==> config.mk <==
export PLATFORM = sky130hd
export DESIGN_NAME = iterate_square
export DESIGN_NICKNAME = d
export VERILOG_FILES = /design/src/rtl/iterate_square.sv
export SDC_FILE = /design/constraint.sdc
export NUM_CORES = 1
export LEC_CHECK = 0
export ABC_AREA = 1
export CAP_MARGIN = 20
export CORE_UTILIZATION = 50
export DETAILED_ROUTE_END_ITERATION = 10
export PLACE_DENSITY = 0.71
export SYNTH_ARGS = -nofsm -noshare
export SYNTH_HDL_FRONTEND = slang
export SYNTH_SLANG_ARGS = --single-unit
==> constraint.sdc <==
create_clock -name clk -period 2.4 [get_ports clk]
set_input_delay 0.48 -clock clk [delete_from_list [all_inputs] [get_ports clk]]
set_output_delay 0.48 -clock clk [all_outputs]
set_load 0.02 [all_outputs]
==> src/rtl/iterate_square.sv <==
`default_nettype none
// ============================================================================
// Module   : iterate_square
// Brief    : Squares an unpacked floating-point operand with a serial
//            shift-add multiplier. The result is truncated and never negative.
// Revision : 1.0 - initial release
// ============================================================================
module iterate_square #(
    parameter int ITER_MAX = 11
) (
    input  logic                clk,
    input  logic                rst,
    input  logic                enable,
    input  logic                n_valid,
    input  logic                is_nan_in,
    input  logic                is_pinf_in,
    input  logic                is_ninf_in,
    input  logic                is_num,
    input  logic                sign_in,
    input  logic [ITER_MAX-1:0] mant_in,
    input  logic signed [6:0]   exp_in,
    output logic                it_valid,
    output logic                result,
    output logic                sign_out,
    output logic signed [6:0]   exp_out,
    output logic [ITER_MAX-1:0] mant_out,
    output logic                is_nan_out,
    output logic                is_pinf_out,
    output logic                is_ninf_out
);

    localparam int c_AW = 2 * ITER_MAX;
    localparam int c_CW = $clog2(ITER_MAX + 1);

    localparam logic [1:0] c_S_IDLE = 2'd0;
    localparam logic [1:0] c_S_MUL  = 2'd1;
    localparam logic [1:0] c_S_NORM = 2'd2;

    localparam logic [c_CW-1:0]     c_CNT_INIT = c_CW'(ITER_MAX);
    localparam logic [c_CW-1:0]     c_CNT_ONE  = c_CW'(1);
    localparam logic signed [6:0]   c_EXP_INF  = 7'sd16;
    localparam logic signed [6:0]   c_EXP_ZERO = -7'sd15;
    localparam logic [ITER_MAX-1:0] c_MANT_NAN = {1'b1, {(ITER_MAX-1){1'b0}}};

    logic [1:0]          r_state;
    logic [c_CW-1:0]     r_cnt;
    logic [c_AW-1:0]     r_acc;
    logic [c_AW-1:0]     r_mcand;
    logic [ITER_MAX-1:0] r_mplier;
    logic signed [7:0]   r_exp2;

    logic                w_special;
    logic                w_nan_class;
    logic                w_zero;
    logic                w_hi;
    logic [ITER_MAX-1:0] w_norm_mant;
    logic signed [8:0]   w_norm_exp;
    logic                w_unused_sign;

    // A square is never negative, so the operand sign has no effect.
    assign w_unused_sign = sign_in;
    assign sign_out      = 1'b0;
    assign is_ninf_out   = 1'b0;

    assign w_special   = !is_num || is_nan_in || is_pinf_in || is_ninf_in;
    // Non-numbers that are not flagged infinite are reported as NaN.
    assign w_nan_class = is_nan_in || !(is_pinf_in || is_ninf_in);
    assign w_zero      = (exp_in == c_EXP_ZERO) && (mant_in == '0);

    assign w_hi        = r_acc[c_AW-1];
    assign w_norm_mant = w_hi ? r_acc[c_AW-1 -: ITER_MAX] : r_acc[c_AW-2 -: ITER_MAX];
    assign w_norm_exp  = {r_exp2[7], r_exp2} + {8'd0, w_hi};

    assign it_valid = (r_state != c_S_IDLE) || result;

    always_ff @(posedge clk) begin
        if (rst || !enable) begin
            r_state     <= c_S_IDLE;
            r_cnt       <= '0;
            r_acc       <= '0;
            r_mcand     <= '0;
            r_mplier    <= '0;
            r_exp2      <= '0;
            result      <= 1'b0;
            exp_out     <= '0;
            mant_out    <= '0;
            is_nan_out  <= 1'b0;
            is_pinf_out <= 1'b0;
        end else begin
            result <= 1'b0;
            case (r_state)
                c_S_IDLE: begin
                    if (n_valid) begin
                        if (w_special) begin
                            result      <= 1'b1;
                            exp_out     <= c_EXP_INF;
                            mant_out    <= w_nan_class ? c_MANT_NAN : '0;
                            is_nan_out  <= w_nan_class;
                            is_pinf_out <= !w_nan_class;
                        end else if (w_zero) begin
                            result      <= 1'b1;
                            exp_out     <= c_EXP_ZERO;
                            mant_out    <= '0;
                            is_nan_out  <= 1'b0;
                            is_pinf_out <= 1'b0;
                        end else begin
                            r_mcand  <= {{ITER_MAX{1'b0}}, mant_in};
                            r_mplier <= mant_in;
                            r_acc    <= '0;
                            r_exp2   <= {exp_in, 1'b0};
                            r_cnt    <= c_CNT_INIT;
                            r_state  <= c_S_MUL;
                        end
                    end
                end
                c_S_MUL: begin
                    // Keeping the multiplicand pre-shifted avoids a barrel shifter.
                    if (r_mplier[0]) begin
                        r_acc <= r_acc + r_mcand;
                    end
                    r_mcand  <= r_mcand << 1;
                    r_mplier <= r_mplier >> 1;
                    r_cnt    <= r_cnt - c_CNT_ONE;
                    if (r_cnt == c_CNT_ONE) begin
                        r_state <= c_S_NORM;
                    end
                end
                c_S_NORM: begin
                    result  <= 1'b1;
                    r_state <= c_S_IDLE;
                    if (w_norm_exp > 9'sd15) begin
                        exp_out     <= c_EXP_INF;
                        mant_out    <= '0;
                        is_nan_out  <= 1'b0;
                        is_pinf_out <= 1'b1;
                    end else if (w_norm_exp < -9'sd14) begin
                        exp_out     <= c_EXP_ZERO;
                        mant_out    <= '0;
                        is_nan_out  <= 1'b0;
                        is_pinf_out <= 1'b0;
                    end else begin
                        exp_out     <= w_norm_exp[6:0];
                        mant_out    <= w_norm_mant;
                        is_nan_out  <= 1'b0;
                        is_pinf_out <= 1'b0;
                    end
                end
                default: begin
                    r_state <= c_S_IDLE;
                end
            endcase
        end
    end

endmodule
`default_nettype wire

## Word level (Yosys, flattened, before mapping)

Cells that the tools add are included.

- Logic and storage cells: 98
- Bits in registers: 89
- Bits of input ports: 27
- Output and inout port bits: 24

- Mux-type cells: 48
- Bitwise operators: 2
- Add/sub/neg operators: 3
- Reductions and logical operators: 22
- Magnitude comparators: 2
- Equality and inequality tests: 10

Operator list:

| cell | count |
|---|---|
| $mux 22 | 7 |
| $mux 11 | 10 |
| $pmux 22 s2 | 2 |
| $pmux 11 s2 | 2 |
| $mux 7 | 5 |
| $add 22x22->22 | 1 |
| $pmux 7 s2 | 1 |
| $mux 4 | 3 |
| $reduce_and 4->1 | 3 |
| $logic_not 11->1 | 1 |
| $ne 2x2->1 const B | 5 |
| $add 8x2->9 | 1 |
| $gt 9x5->1 const B | 1 |
| $lt 9x5->1 const B | 1 |
| $mux 1 | 9 |
| $mux 2 | 4 |
| $pmux 4 s2 | 1 |
| $eq 7x5->1 const B | 1 |
| $logic_or 1x1->1 | 7 |
| $pmux 1 s2 | 3 |
| $reduce_bool 2->1 | 3 |
| $reduce_and 5->1 | 1 |
| $eq 4x1->1 const B | 1 |
| $logic_not 1->1 | 4 |
| other kinds (9) | 10 |

## Logic depth before layout (Yosys ltp)

- Depth after elaboration: 7
- Depth in mapped cells: 13
- Depth with buffers taken out: 13

## Least setup slack after synthesis

OpenSTA, ideal clock, no wires.

- Path type: register -> register
- From: reg r_mcand[0]
- To: reg r_acc[16]
- Setup slack: 0.624 ns
- Buffers on the path: 0
- Setup time: 0.132 ns
- Data arrival time: 1.644 ns
- Period minus slack after synthesis: 1.776 ns
- Data required time: 2.268 ns
- Stages on the path, launching flop included: 14
- Path through: dfxtp_1 ha_1 inv_1 fa_1 inv_1 nand3_1 nand3_1 nand2_1 nand2_1 nand2_1 nand2_1 nand2_1 nand3_1 a21oi_1

- Cells in the longest elaborated chain, start to end: 3

RTL lines:

| item | RTL line | source |
|---|---|---|
| from (decl) | 48 | `logic [c_AW-1:0] r_mcand;` |
| from (signal assigned) | 107 | `r_mcand <= {{ITER_MAX{1'b0}}, mant_in};` |
| from (signal assigned) | 121 | `r_mcand <= r_mcand << 1;` |
| $add 22x22->22 | 119 | `r_acc <= r_acc + r_mcand;` |
| $mux 22 | 118 | `if (r_mplier[0]) begin` |
| $pmux 22 s2 | 91 | `case (r_state)` |
| to (signal assigned) | 119 |  |
| to (decl) | 47 | `logic [c_AW-1:0] r_acc;` |

Every way passes these cells. The select of a mux whose other input is x is not followed.
A chain may end at the register's enable or synchronous reset.

## Worst setup path in the final report

- From: reg r_mcand[0]
- To: reg r_acc[14]

The elaborated chain is that of the path after synthesis.

==> summary.md <==
| Metric | Value |
|---|---|
| Gr usage total | `about a quarter` |
| Synth area leaders | `dfxtp_1 (33%), nand2_1 (19%), inv_1 (7.6%)` |
| RSZ-0062 raised after global routing | `false` |
| Initial antenna violation count | `0` |
| Synth cell types | `37` |
| Vias | `5341` |
| Area of the multi-input gates | `just over 3000 um2` |
| Worst Hold Class | `register to register` |
| Register area | `approximately 1800 um2` |
| Final min period | `2.14 ns` |
| Fin crit share | `between 80% and 90%` |
| Number of synthesized flops with an enable pin | `0` |
| Via/cell ratio | `5.13` |
| Actual slew at the worst max-slew pin | `~0.52 ns` |
| Worst Reg2Reg Path Length in Cells | `12` |
| Cells after Synth | `roughly 860` |
| Outcome | `complete, no violations` |
| Worst R2R End | `r_acc[14]` |
| Commonest cells after routing, fill and taps aside | `nand2_1 (272), inv_1 (110), dfxtp_1 (89)` |
| Remaining DRCs | `0` |
| WP buf/inv | `2` |
| Synthesized flop and latch total | `slightly below 90` |
| Routed Antenna Nets | `0` |
| Worst path top cell family by delay | `simple AND/OR/NAND/NOR gates` |
| Cells after DPL | `1026` |
| Critical path cell sequence | `ha_2 -> inv_1 -> fa_1 -> inv_1 -> nand3_1 -> nand3_1 -> nand2_1 -> nand2_1 -> nand2_1 -> nand3b_1 -> nand3_1 -> a21oi_1` |
| Number of max-cap violations | `0` |
| Worst hold margin | `~0.47 ns` |
| Crit path to | `r_acc[14]` |
| CP Launch Point | `r_mcand[0]` |
| Die Y | `about 110 um` |
| PwrDens | `462 nW/um2` |
| CP Max Fanout | `5` |
| RePlAce Congestion | `just under 0.9` |
| CP max stage delay | `0.40 ns` |
| Fill cell count | `1000` |
| Reg2reg setup slack | `0.26 ns` |
| YS warnings | `0` |
| Setup_tns | `0 ns` |
| Total iterations of the first detailed-routing run | `5` |
| # diodes | `0` |
| Kind of critical path | `register to register` |
| Fmax | `~470 MHz` |
| Cell Count, Final, Fillers Out | `roughly 1000` |
| Clk Latency, worst-skew pair | `~0.38 ns` |
| Layout cells sized above 1 | `under 10%` |
| Die ar. | `11300 um2` |
| # setup viols final | `0` |
| Final Hold Fails | `0` |
| Drt initial violations | `around 310` |
| Max-slew headroom | `between 60% and 70%` |
| Post-DP HPWL | `roughly 10000 um` |
| Core Box Area | `~10000 um2` |
| CP max stage cell | `fa_1` |
| CP endpoint kind | `register` |
| Clk buf depth | `2` |
| Detailed Route WL | `between 10000 and 15000 um` |
| Synthesized area | `approximately 5400 um2` |
| Synth top area share | `between 30% and 40%` |
| Wirelength per Cell | `between 10 and 15 um` |
| Clock tree from TritonCTS | `built` |
| Total gr overflow | `0` |
| Post-CTS Setup Inserts | `0` |
| Crit. path cell count | `12` |
| Rows | `37` |
| Number of global-route vias before repair | `slightly below 5000` |
| Clock Sinks | `between 80 and 90` |
| Root Buffer | `clkbuf_8` |
| Buffers on Ports | `47` |
| I/O pin count | `roughly 50` |
| Final net count | `~950` |
| Worst R2R Start | `r_mcand[0]` |
| Pin count of the biggest net entering global routing | `45` |
| Worst EP arrival | `around 2.5 ns` |
| Final WS setup | `around 0.26 ns` |
| Die X-Extent | `106 um` |
| CTS buffer count | `9` |
| Share of flip-flops with an asynchronous set or reset | `0%` |
| Setup WS pre-CTS | `0.138 ns` |
| Avg Cell Area, Syn | `about 6.3 um2` |
| Hold Path Depth | `2` |
| Peak supply drop | `slightly above 0.0005 V` |
| Post-synth top area cell | `dfxtp_1` |
| Clock-pin slew on the worst setup and hold paths | `about 0.09 ns` |
| Synth Flop Type | `dfxtp_1` |
| Share of the yosys chip area belonging to registers | `around 33%` |
| Layout Skew | `between 0.01 and 0.015 ns` |
| Overall power | `2890 uW` |
| Lkg Pwr | `approximately 0.0028 uW` |
| H-tree depth | `3` |
| Max Slew Vio Count | `0` |
| Initial Util | `52.1%` |
| WP data required | `2.71 ns` |
| Synth-to-layout area growth | `15.2%` |
| Commonest non-fill, non-tap cell in the layout | `nand2_1` |
| Worst Setup Start Kind | `register` |
| First-pass GRT wire length | `approximately 23000 um` |
==> Yosys cell counts, drive strengths merged, types with 10 or more instances <==
library cell  number
dfxtp             89
nor3              10
a21oi             78
o21ai             29
nor2              87
nand2            281
inv              114
ha                23
nand3             71
clkbuf            16
or2               10
buf               18
==> sequential cells by signal, summed over array words and instances, names as in the netlist <==
register     count
exp_out          7
is_nan_out       1
r_cnt            4
result           1
r_acc           22
r_mplier        11
is_pinf_out      1
mant_out        11
r_state          2
r_exp2           7
r_mcand         22
==> how the worst min path moves through the flow <==
stage / from / slack (ns) / end
2_1_floorplan: r_exp2[4] / 0.44 / r_exp2[4]
3_3_place_gp: r_acc[0] / 0.45 / r_acc[0]
3_5_place_dp: r_exp2[4] / 0.46 / r_exp2[4]
4_1_cts: r_exp2[4] / 0.47 / r_exp2[4]
5_1_grt: r_mplier[10] / 0.50 / r_mplier[10]
6_report: r_acc[2] / 0.47 / r_acc[2]
==> power breakdown <==
group,switching (uW),total (uW),leakage (uW),internal [uW]
sequential,6.30,1490,0.000718,1490
combinational,119,205,0.00201,85.5
clock,571,1190,0.000113,619
total,696,2890,0.00284,2190
==> kinds of logic (layout without fill, tap and decap cells) <==
| group | count (synthesis) | in the layout | share of synthesized area [%] |
|---|---|---|---|
| multiplexers | 1 | 1 | 0.208 |
| buffers and inverters | 149 | 191 | 11.3 |
| adder cells (fa/ha/maj) | 24 | 24 | 5.67 |
| AND/OR/NAND/NOR | 477 | 477 | 37.4 |
| AO/OA/AOI/OAI | 120 | 120 | 12.3 |
| flip-flops | 89 | 89 | 32.8 |
| other | 1 | 2 | 0.0691 |
| XOR/XNOR | 2 | 2 | 0.323 |
==> cell type report <==
cell class,count,share of cell area (%)
clock buffer,10,2.20
clock inverter,6,1.44
inverter,115,6.90
multi-input combinational,626,48.7
sequential,89,28.5
tap,136,2.72
timing repair buffer,60,9.53
==> metal layers <==
metal / part of all wire, % / up-vias / GRT usage [%]
met5: 0 / - / 0
met4: 1.4 / 0 / 7.24
met3: 4.4 / 15 / 5.70
met2: 48 / 120 / 42.3
met1: 46 / 2407 / 31.5
li1: - / 2799 / -
==> what timing repair did <==
item,4_1_cts,5_1_grt
setup endpoints to repair,1,2
hold buffers,0,0
resized for setup,1,2
pin swaps,0,0
cloned,0,0
==> worst reg2reg max path, cell delays in order (launching register included) <==
cell and delay [ns]:
dfxtp_1 0.37, ha_2 0.23, inv_1 0.06, fa_1 0.40, inv_1 0.11, nand3_1 0.07
nand3_1 0.17, nand2_1 0.08, nand2_1 0.12, nand2_1 0.12, nand3b_1 0.10, nand3_1 0.08
a21oi_1 0.16
==> through the flow <==
stage | utilization (%) | instance area, um2
finish | 60.0 | 6250
global route | 60.0 | 6250
CTS | 60.0 | 6250
detailed placement | 57.8 | 6020
global placement | 57.8 | 6020
floorplan | - | 5430
Power figures use the tool's default switching activity.
